--- src/rtl/ac97_pcm_pkg.sv ---
// ac97_pcm_pkg: shared types and constants for the AC97 PCM output buffer.
// Holds the default slot width, the FIFO state encoding and saturation limits.
package ac97_pcm_pkg;

  // Default AC97 slot width in bits.
  localparam int OUT_W_DEF = 20;

  // PRIME waits for the FIFO to fill. RUN streams pairs to the frame controller.
  typedef enum logic {
    ST_PRIME = 1'b0,
    ST_RUN   = 1'b1
  } state_t;

  // Largest positive value representable in a w-bit signed sample.
  function automatic logic signed [31:0] sat_max(input int w);
    return (32'sd1 <<< (w - 1)) - 32'sd1;
  endfunction

  // Most negative value representable in a w-bit signed sample.
  function automatic logic signed [31:0] sat_min(input int w);
    return -(32'sd1 <<< (w - 1));
  endfunction

  // Saturation limits for the default slot width.
  localparam logic signed [31:0] SAT_MAX_DEF = sat_max(OUT_W_DEF);
  localparam logic signed [31:0] SAT_MIN_DEF = sat_min(OUT_W_DEF);

endpackage

--- src/rtl/pcm_sat.sv ---
// pcm_sat: arithmetic right shift of a 32-bit signed PCM sample followed by
// saturation to an OUT_W-bit signed slot value. Purely combinational.
module pcm_sat
  import ac97_pcm_pkg::*;
#(
  parameter int SHIFT = 8,
  parameter int OUT_W = OUT_W_DEF
) (
  input  logic signed [31:0]      pcm,
  output logic        [OUT_W-1:0] sample
);

  localparam logic signed [31:0] LIM_MAX = sat_max(OUT_W);
  localparam logic signed [31:0] LIM_MIN = sat_min(OUT_W);

  logic signed [31:0] shifted;

  assign shifted = pcm >>> SHIFT;

  // Clamp the shifted value into the slot range, otherwise keep its low bits.
  always_comb begin
    sample = shifted[OUT_W-1:0];
    if (shifted > LIM_MAX) begin
      sample = LIM_MAX[OUT_W-1:0];
    end else if (shifted < LIM_MIN) begin
      sample = LIM_MIN[OUT_W-1:0];
    end
  end

endmodule

--- src/rtl/ac97_pcm_buffer.sv ---
// ac97_pcm_buffer: scales synth PCM pairs to AC97 slot width, buffers them in a
// stereo FIFO and hands one pair per frame request, with prime-before-play and
// sticky overflow/underflow flags.
// Optional macro AC97_PCM_HOLD_EN: PRIME and underrun replies repeat the last
// popped pair instead of returning zero data.
module ac97_pcm_buffer
  import ac97_pcm_pkg::*;
#(
  parameter int DEPTH     = 16,
  parameter int PRIME_LVL = 8,
  parameter int SHIFT     = 8,
  parameter int OUT_W     = OUT_W_DEF
) (
  input  logic                       Sys_clk,
  input  logic                       Sys_rst_n,
  input  logic                       Syn_ce,
  input  logic                       In_valid,
  input  logic signed [31:0]         PCM_L,
  input  logic signed [31:0]         PCM_R,
  input  logic                       Frame_req,
  input  logic                       Clr_flags,
  output logic                       Out_valid,
  output logic [OUT_W-1:0]           Out_L,
  output logic [OUT_W-1:0]           Out_R,
  output logic [$clog2(DEPTH):0]     Level,
  output logic                       Running,
  output logic                       Ovf,
  output logic                       Udf
);

  localparam int AW = $clog2(DEPTH);
  localparam int LW = AW + 1;
  localparam logic [LW-1:0] FULL_LV  = LW'(DEPTH);
  localparam logic [LW-1:0] PRIME_LV = LW'(PRIME_LVL);

  state_t               state;
  logic [AW-1:0]        wr_ptr;
  logic [AW-1:0]        rd_ptr;
  logic [2*OUT_W-1:0]   mem [DEPTH];
  logic [OUT_W-1:0]     sat_l;
  logic [OUT_W-1:0]     sat_r;
  logic                 full;
  logic                 empty;
  logic                 wr_req;
  logic                 pop;
  logic                 do_write;
  logic                 ovf_set;
  logic                 udf_set;

  pcm_sat #(.SHIFT(SHIFT), .OUT_W(OUT_W)) u_sat_l (.pcm(PCM_L), .sample(sat_l));
  pcm_sat #(.SHIFT(SHIFT), .OUT_W(OUT_W)) u_sat_r (.pcm(PCM_R), .sample(sat_r));

  assign full     = (Level == FULL_LV);
  assign empty    = (Level == '0);
  assign wr_req   = In_valid & Syn_ce;
  assign pop      = Frame_req & (state == ST_RUN) & ~empty;
  assign do_write = wr_req & (~full | pop);
  assign ovf_set  = wr_req & full & ~pop;
  assign udf_set  = Frame_req & (state == ST_RUN) & empty;
  assign Running  = (state == ST_RUN);

  // Pair storage; contents need no reset because the pointers define validity.
  always_ff @(posedge Sys_clk) begin
    if (do_write) begin
      mem[wr_ptr] <= {sat_l, sat_r};
    end
  end

  // Pointers and occupancy; a simultaneous write and pop leaves Level unchanged.
  always_ff @(posedge Sys_clk or negedge Sys_rst_n) begin
    if (!Sys_rst_n) begin
      wr_ptr <= '0;
      rd_ptr <= '0;
      Level  <= '0;
    end else begin
      if (do_write) wr_ptr <= wr_ptr + AW'(1);
      if (pop)      rd_ptr <= rd_ptr + AW'(1);
      case ({do_write, pop})
        2'b10:   Level <= Level + LW'(1);
        2'b01:   Level <= Level - LW'(1);
        default: Level <= Level;
      endcase
    end
  end

  // Prime/run control: release once primed, fall back to PRIME on underrun.
  always_ff @(posedge Sys_clk or negedge Sys_rst_n) begin
    if (!Sys_rst_n) begin
      state <= ST_PRIME;
    end else begin
      case (state)
        ST_PRIME: if (Level >= PRIME_LV) state <= ST_RUN;
        ST_RUN:   if (udf_set) state <= ST_PRIME;
        default:  state <= ST_PRIME;
      endcase
    end
  end

  // Every frame request gets a reply one cycle later; data is the popped pair
  // or, when nothing is popped, zero or the held last pair.
  always_ff @(posedge Sys_clk or negedge Sys_rst_n) begin
    if (!Sys_rst_n) begin
      Out_valid <= 1'b0;
      Out_L     <= '0;
      Out_R     <= '0;
    end else begin
      Out_valid <= Frame_req;
      if (pop) begin
        {Out_L, Out_R} <= mem[rd_ptr];
      end else if (Frame_req) begin
`ifdef AC97_PCM_HOLD_EN
        Out_L <= Out_L;
        Out_R <= Out_R;
`else
        Out_L <= '0;
        Out_R <= '0;
`endif
      end
    end
  end

  // Sticky error flags; a set condition in the same cycle beats Clr_flags.
  always_ff @(posedge Sys_clk or negedge Sys_rst_n) begin
    if (!Sys_rst_n) begin
      Ovf <= 1'b0;
      Udf <= 1'b0;
    end else begin
      if (ovf_set)        Ovf <= 1'b1;
      else if (Clr_flags) Ovf <= 1'b0;
      if (udf_set)        Udf <= 1'b1;
      else if (Clr_flags) Udf <= 1'b0;
    end
  end

endmodule
--- config.mk ---
export PLATFORM = sky130hd
export DESIGN_NAME = ac97_pcm_buffer
export DESIGN_NICKNAME = d
export VERILOG_FILES = /design/src/rtl/ac97_pcm_pkg.sv /design/src/rtl/pcm_sat.sv /design/src/rtl/ac97_pcm_buffer.sv
export SDC_FILE = /design/constraint.sdc
export NUM_CORES = 1
export LEC_CHECK = 0
export CAP_MARGIN = 20
export CORE_MARGIN = 10
export CORE_UTILIZATION = 55
export DETAILED_ROUTE_END_ITERATION = 8
export HOLD_SLACK_MARGIN = 0.15
export MAX_ROUTING_LAYER = met4
export PLACE_DENSITY = 0.8
export SETUP_SLACK_MARGIN = 0.15
export SLEW_MARGIN = 5
export SYNTH_ARGS = -nofsm -noshare
export SYNTH_HDL_FRONTEND = slang
export SYNTH_SLANG_ARGS = --single-unit
--- constraint.sdc ---
create_clock -name Sys_clk -period 5.67 [get_ports Sys_clk]
set_input_delay 1.134 -clock Sys_clk [delete_from_list [all_inputs] [get_ports Sys_clk]]
set_output_delay 1.134 -clock Sys_clk [all_outputs]
set_load 0.02 [all_outputs]
# Yosys cells after proc, flatten, opt, wreduce, memory -nomap -nowiden
# Memories as Yosys holds them, arrays and structs flattened.
# Cells that the tools add are included.
# Widths: inputs -> output; s select.
# word_totals
register_bits	57
ramBits	640
output_inout_bits	49
elab_cells	55
n_memories	1
# op_classes
addsub	4
order_cmp	5
n_eq_ne	3
n_mux	16
bitwise_logic	12
reduce_logical	5
# mem_list
name	words	word_bits	rd	rd_clocked_by_memory_dff	write_ports	line	text
mem	16	40	1	0	1	ac97_pcm_buffer.sv:39	logic [2*OUT_W-1:0] mem [DEPTH];
# op_table
operator	n
$mux 20	7
$gt 24x20->1 const B	2
$lt 24x20->1 const B	2
$pmux 5 s2	1
$add 4x1->4 const B	2
$reduce_bool 2->1	4
$and 1x1->1	7
$mux 1	7
$add 5x1->5 const B	1
$eq 5x5->1 const B	1
$ge 5x4->1 const B	1
$logic_not 5->1	1
$sub 5x1->5 const B	1
$not 1->1	4
$eq 2x1->1 const B	1
$eq 2x2->1 const B	1
$pmux 1 s2	1
$or 1x1->1	1

# Longest topological paths before layout
# Gate-level depths: netlist (run 1).
# logic_depth
word_depth	7
depth_mapped	10

# Modules after synthesis
# Synthesis (run 1) repeated with hierarchy kept, for this count alone.
# unflattened
cells_unflattened	1322
hier_area_um2	27914.3
# modules_own_cells
mod	n_inst	cells_per_inst	area_per_inst_um2	seq_area_each_um2
ac97_pcm_buffer	1	1176	26763.2	20644.8
pcm_sat	2	73	575.6	0.0

# Worst setup path before layout (run 1)
# Ideal clock, no wire load.
# synth_timing
path_type	input port to flip-flop
startpoint	input port Frame_req
endpoint	memory mem[3][0] (netlist name), enable pin
setup_ns	0.487
arrival_ns	4.718
slack_ns	0.466
cell_stages	4
n_path_buf	0
path_cell_list	nand2_1 a31oi_1 nand2_1 nor3_1
# synth_between
elab_chain_len	6
# synth_rtl
item	line	text
from (decl)	ac97_pcm_buffer.sv:20	input logic Frame_req,
$and 1x1->1 (2 in a row)	ac97_pcm_buffer.sv:56	assign pop = Frame_req & (state == ST_RUN) & ~empty;
$or 1x1->1	ac97_pcm_buffer.sv:57	assign do_write = wr_req & (~full | pop);
$and 1x1->1	ac97_pcm_buffer.sv:57	
$mux 1	ac97_pcm_buffer.sv:64	if (do_write) begin
$mux 1 (not written as such)	ac97_pcm_buffer.sv:65	mem[wr_ptr] <= {sat_l, sat_r};
to (decl)	ac97_pcm_buffer.sv:39	
# Every way passes these cells.

# Worst setup path in the final report (run 1)
# layout_timing
startpoint	input port In_valid
endpoint	memory mem[12][17] (netlist name), enable pin
# layout_between
elab_chain_len	4
# layout_rtl
item	line	text
from (decl)	ac97_pcm_buffer.sv:17	input logic In_valid,
$and 1x1->1	ac97_pcm_buffer.sv:55	assign wr_req = In_valid & Syn_ce;
$and 1x1->1	ac97_pcm_buffer.sv:57	
$mux 1	ac97_pcm_buffer.sv:64	
$mux 1 (not written as such)	ac97_pcm_buffer.sv:65	
# Every way passes these cells.

==> flow_metrics.py, run 1 <==
metrics = {
    "run_status": {
        "status": "complete, no violations",
    },
    "floorplan": {
        "initial_core_util": 0.554,
        "die_w_um": 242,
        "num_rows": 81,
        "die_h_um": 242,
        "io_pins": 119,
        "die-area_mm2": 0.0585,
        "coreArea_mm2": 0.0488,
    },
    "synthesis": {
        "synth_adder_area_share": 0.00324,
        "ys_ff_latch": 697,
        "yosysTopAreaCell": "edfxtp_1",
        "seq_area_frac_synth": 0.763,
        "synth_warnings": 0,
        "syn_inst": 1223,
        "synth.area.top_cells": "edfxtp_1 71%, mux4_2 13%, dfrtp_1 5.3%",
        "synth_simple_gate_area_frac": 0.0194,
        "synth_nets": 1300,
        "synth_xor_area_frac": 0.00259,
        "yosysTopAreaCellShare": 0.710,
        "synth_top_family_by_area": "multiplexers",
        "syn_area_mm2": 0.0271,
        "avgSynthCellArea_um2": 22.1,
        "synthMuxAreaShare": 0.168,
        "synth_compound_area_frac": 0.0308,
        "ys_types": 43,
    },
    "grt": {
        "grt.overflow.total": 0,
        "grt.total_usage": 0.214,
        "grt_max_degree": 79,
        "grt_pass1_wl_um": 91500,
        "antenna_found_initial": 0,
        "grt_pass1_vias": 14100,
    },
    "setup_path": {
        "worstSetupStartpointType": "input port",
        "end_kind": "register",
        "cpPeakStageDelay_ns": 0.81,
        "crit_fanout": 22,
        "path_common_cell": "nand2_1",
        "crit_slowest_cell": "a31oi_1",
        "worstReg2RegStart": "Level[1]",
        "crit_arrival_ns": 4.16,
        "required_ns": 5.94,
        "cp-startpoint": "In_valid",
        "worstPathCellList": "clkdlybuf4s50_1 > nand2_1 > a31oi_1 > nand2_1 > nor2_4 > buf_12",
        "r2r_cells": 5,
        "crit_type": "input port to register",
    },
    "min_path": {
        "min_from": "Udf",
        "hp-class": "register to register",
        "holdPathStages": 2,
    },
    "sta": {
        "finalHoldViolCount": 0,
        "finalCriticalPeriod_ns": 3.90,
        "final.setup.worst_slack_ns": 1.77,
        "fin_tns_setup_ns": 0,
        "finClkSkew_ns": 0.0207,
        "period_share": 0.687,
        "final-setup-viol-count": 0,
        "finalMaxSlewViolations": 0,
        "fmaxAchievable_ghz": 0.257,
        "holdWs_ns": 0.526,
        "worst_pin_slew_ns": 1.12,
        "rsz0062_at_grt": "no",
        "maxSlewHeadroom": 0.249,
    },
    "cts": {
        "clock_sinks": 697,
        "cts_tree": "yes",
        "clk_pin_slew_ns": 0.06,
        "cts-resized-gates": 0,
        "post_cts_buffers": 0,
        "clk_path_buf_depth": 3,
        "cts_made_buffers": 71,
        "clock_latency_ns": 0.59,
        "cts_hold_buf": 0,
        "htreeDepth": 3,
        "cts_root_buffer": "clkbuf_16",
    },
    "layout": {
        "multiInputGateArea_mm2": 0.00618,
        "fin_cells": 2084,
        "seq_area_mm2": 0.0207,
        "syn2layout_area_growth_pct": 15.8,
        "final_util": 0.642,
        "final_layout_size_suffix_gt1_frac": 0.288,
        "fill_cells": 3133,
        "diodes": 0,
        "finalInstanceArea_mm2": 0.0314,
        "final_nets": 1444,
    },
    "power": {
        "vdd_ir_drop_max_mv": 0.334,
        "powerDensity_mw_per_mm2": 477,
        "leakage_nw": 10.1,
        "power_mw": 15.0,
    },
    "place": {
        "portBuffers": 102,
        "dp.cells": 1958,
        "finalWeightedCongestion": 0.770,
        "hpwl_um": 32500,
        "place_ws_ns": 1.31,
        "post_dp_cell_area_mm2": 0.0291,
    },
    "routing": {
        "vias": 13100,
        "totalWireLength_um": 60700,
        "wire_per_inst_um": 29.1,
        "drtAntennaViolNets": 0,
        "dr.pass1.iters": 5,
        "drc": 0,
        "viasPerCell": 6.30,
        "first_iter_violations": 1645,
    },
    "job": {
        "cap_violations": 0,
    },
}
[cell families after synthesis]
group,after synthesis
compound gates,100
xor+xnor,8
fa+ha+maj,7
buf+inv,74
flops,697
mux,243
simple gates,94
[layout by cell type, fill, tap and decap left out, types with 2 or more instances in the layout]
cell and n:
edfxtp_1 640, mux4_2 160, clkdlybuf4s50_1 100, mux2_2 82, clkbuf_16 73, dfrtp_1 54
nor2b_1 40, a221o_1 40, o21a_1 38, buf_4 25, clkbuf_1 15, nand2_1 13
nor2_4 12, clkinv_2 12, buf_12 12, clkbuf_8 11, clkinv_1 9, ha_1 7
inv_1 6, o21ai_0 6, xnor2_1 6, nand4_1 5, nor3_2 4, nor3_1 4
a31oi_1 3, clkinvlp_4 3, dfrtp_4 3, and2_1 2, nor4_1 2, nor2_2 2
nand2b_1 2, a22oi_1 2, or3_1 2, xor2_1 2, bufinv_16 2
[cells in the mapped netlist (all sizes together)]
cell type	instances
a21oi	2
a22oi	2
a31oi	3
or4	1
nand2	13
inv	6
o31ai	1
mux2	82
edfxtp	640
nor2	14
o31a	1
dfrtp	57
and2	3
a221o	40
o22ai	1
a21o	1
mux4	160
or3	2
o211ai	1
nor2b	41
mux2i	1
o32ai	1
nand2b	2
xnor2	6
nand4	5
nor3	8
nor4	3
or2	1
o21ai	6
xor2	2
buf	34
ha	7
o21a	38
nand3	1
a211o	1
clkbuf	34
a32oi	1
a211oi	1
[worst max-delay path: cells and delay by family]
kind | cells | cell delay (ns)
and+or+nand+nor | 3 | 1.41
AOI/OAI and AO/OA | 1 | 0.81
buffers and inverters | 2 | 0.77
[worst paths after layout]
kind,endpoint,slack [ns]
min reg2reg,Udf,0.53
max reg2reg,mem[12][17],2.25
min in group asynchronous,Out_R[4],0.59
max in group asynchronous,rd_ptr[0],4.18
max,mem[12][17],1.77
min,Udf,0.53
[area by class of cell]
| class | count | share of cell area |
|---|---|---|
| multi-input combinational | 452 | 0.197 |
| timing repair buffer | 139 | 0.0462 |
| sequential | 697 | 0.659 |
| clock inverter | 27 | 0.00591 |
| tap | 664 | 0.0265 |
| inverter | 6 | 0.000718 |
| clock buffer | 99 | 0.0649 |
[registers in the layout, indices dropped and copies added, names as in the netlist]
register and count:
Level 5, Out_R 20, Udf 1, Out_valid 1, Ovf 1, Out_L 20, wr_ptr 4, rd_ptr 4
mem 640, Running 1
[report_power, final]
| group | total (mW) | internal, mW | switching (mW) |
|---|---|---|---|
| Combinational | 3.95 | 2.10 | 1.85 |
| Sequential | 6.54 | 6.09 | 0.454 |
| Clock | 4.46 | 2.59 | 1.87 |
| Total | 15.0 | 10.8 | 4.18 |
[layer usage]
layer | GRT usage | wire, µm | vias to the layer above
met5 | - | 0 | -
met4 | 0.0729 | 1610 | 0
met3 | 0.0384 | 4820 | 119
met2 | 0.346 | 30700 | 687
met1 | 0.272 | 23500 | 6908
li1 | - | - | 5416
Note: power is estimated with default switching activity, not from simulation.
==> inputs of run 2 (changes only) <==
CORE_UTILIZATION = 54   (was 55)
PLACE_DENSITY = 0.82   (was 0.8)
clock period = 3.3 ns   (was 5.67 ns; I/O delays follow)
==> run 2 against run 1 <==
Wire length is 6.4% higher; design area is 1.2% higher; combinational power is 85% higher; cell count is 1.1% higher; clock power is 70% higher; critical path depth is 2 lower; utilization is 0.22 points higher; global-route usage is 0.89 points higher; setup slack worse by 1.0 ns; highest routed layer unchanged.
==> flow_metrics.py, run 2 (same netlist as run 1, synthesis figures left out) <==
metrics = {
    "layout": {
        "mostFrequentLayoutCell": "edfxtp_1",
        "final_layout_size_suffix_gt1_frac": 0.294,
        "largest_reg_flops": 640,
        "final_util": 0.644,
        "layout_common_cells": "640 x edfxtp_1, 160 x mux4_2, 100 x clkdlybuf4s50_1",
        "fill_cells": 3052,
        "top_register": "mem",
        "largestRegisters": "mem (640), Out_L (20), Out_R (20)",
        "syn2layout_area_growth_pct": 17.2,
        "multiInputGateArea_mm2": 0.00620,
        "seq_area_mm2": 0.0207,
        "finalInstanceArea_mm2": 0.0317,
        "final_nets": 1466,
    },
    "cts": {
        "post_cts_buffers": 0,
        "cts_root_buffer": "clkbuf_16",
        "htreeDepth": 3,
        "clk_pin_slew_ns": 0.06,
        "clock_sinks": 697,
        "clk_path_buf_depth": 3,
        "cts_tree": "yes",
        "cts_made_buffers": 66,
        "clock_latency_ns": 0.59,
    },
    "routing": {
        "totalWireLength_um": 64500,
        "drtAntennaViolNets": 0,
        "drc": 0,
        "viasPerCell": 6.43,
        "dr.pass1.iters": 5,
        "vias": 13500,
        "wire_per_inst_um": 30.6,
        "first_iter_violations": 1810,
    },
    "run_status": {
        "status": "complete, no violations",
    },
    "sta": {
        "final.setup.worst_slack_ns": 0.761,
        "final-setup-viol-count": 0,
        "fmaxAchievable_ghz": 0.394,
        "rsz0062_at_grt": "no",
        "finalMaxSlewViolations": 0,
        "period_share": 0.769,
        "maxSlewHeadroom": 0.463,
        "finClkSkew_ns": 0.0198,
        "finalHoldViolCount": 0,
        "worst_pin_slew_ns": 0.806,
        "finalCriticalPeriod_ns": 2.54,
    },
    "power": {
        "leakage_nw": 10.2,
        "vdd_ir_drop_max_mv": 0.404,
        "sw_frac_of_total": 0.281,
        "p_sw_mw": 7.34,
        "p_clk_frac": 0.291,
        "p_seq_frac": 0.428,
        "powerDensity_mw_per_mm2": 822,
        "intPower_mw": 18.7,
        "combPwrFrac": 0.281,
    },
    "place": {
        "post_dp_cell_area_mm2": 0.0295,
        "hpwl_um": 33500,
        "finalWeightedCongestion": 0.784,
        "place_ws_ns": 0.361,
        "portBuffers": 102,
    },
    "floorplan": {
        "coreArea_mm2": 0.0493,
        "num_rows": 81,
        "die_w_um": 244,
        "io_pins": 119,
        "initial_core_util": 0.550,
        "die-area_mm2": 0.0595,
        "die_h_um": 244,
    },
    "setup_path": {
        "crit_type": "register to register",
        "crit_fanout": 27,
        "worstPathCellList": "buf_12 > mux4_2 > mux2_2 > a221o_1",
        "cpPeakStageDelay_ns": 0.83,
        "crit_slowest_cell": "dfrtp_4",
        "crit_arrival_ns": 3.00,
        "worstSetupStartpointType": "register",
        "end_kind": "register",
        "required_ns": 3.76,
    },
    "grt": {
        "grt.overflow.total": 0,
        "grt_pass1_vias": 14300,
        "antenna_found_initial": 1,
        "grt.total_usage": 0.223,
        "grt_max_degree": 43,
        "grt_pass1_wl_um": 95300,
    },
    "job": {
        "cap_violations": 0,
    },
    "min_path": {
        "hp-class": "register to register",
    },
}
run 2: final cells by class:
class | instances | area share
Sequential cell | 697 | 0.651
Multi-Input combinational cell | 452 | 0.196
Timing Repair Buffer | 166 | 0.0582
Inverter | 6 | 0.000710
Clock inverter | 20 | 0.00730
Antenna cell | 1 | 0.0000789
Tap cell | 664 | 0.0262
Clock buffer | 101 | 0.0608
run 2: power groups by stage:
| stage | logic, mW | registers [mW] | clock network (mW) |
|---|---|---|---|
| floorplan | 4.93 | 11.2 | 0 |
| global placement | 7.08 | 11.3 | 0 |
| detailed placement | 7.26 | 11.3 | 0 |
| CTS | 7.38 | 11.2 | 7.67 |
| global route | 7.74 | 11.2 | 8.00 |
| finish | 7.32 | 11.2 | 7.59 |
run 2: layer usage:
layer / up-vias / wire (µm) / GRT usage
met3: 140 / 5710 / 0.0402
li1: 5461 / - / -
met1: 7102 / 23900 / 0.280
met5: - / 0 / -
met4: 0 / 1800 / 0.0809
met2: 846 / 33100 / 0.362
run 2: timing repair:
action | in CTS | in global routing
setup endpoints to repair | 0 | 0
hold endpoints to repair | 8 | 0
resized for setup | 0 | 0
hold buffers | 1 | 0
run 2: final timing paths:
path / from / endpoint / slack [ns] / cells past startpoint
worst max-delay path: rd_ptr[0] / Out_L[18] / 0.76 / 4
worst min-delay path: Ovf / Ovf / 0.54 / 2
worst max register to register: rd_ptr[0] / Out_L[18] / 0.76 / 4
worst min register to register: Ovf / Ovf / 0.54 / 2
max in group asynchronous: Sys_rst_n / Out_L[17] / 1.88 / 3
min in group asynchronous: Sys_rst_n / Out_R[19] / 0.71 / 2
run 2: critical path, delay by kind of cell (launching register included):
kind | cells | cell delay [ns]
AOI/OAI and AO/OA | 1 | 0.36
DFF | 1 | 0.83
buffers and inverters | 1 | 0.31
muxes | 2 | 0.84
run 2: stage by stage:
| stage | hold WS, ns | TNS, ns | instances | power, mW |
|---|---|---|---|---|
| floorplan | 0.364 | -140.56 | 1223 | 16.1 |
| global placement | 0.509 | 0 | 1984 | 18.4 |
| detailed placement | 0.524 | 0 | 1984 | 18.6 |
| CTS | 0.547 | 0 | 2106 | 26.2 |
| global route | 0.576 | 0 | 2107 | 27.0 |
| finish | 0.545 | 0 | 2107 | 26.1 |
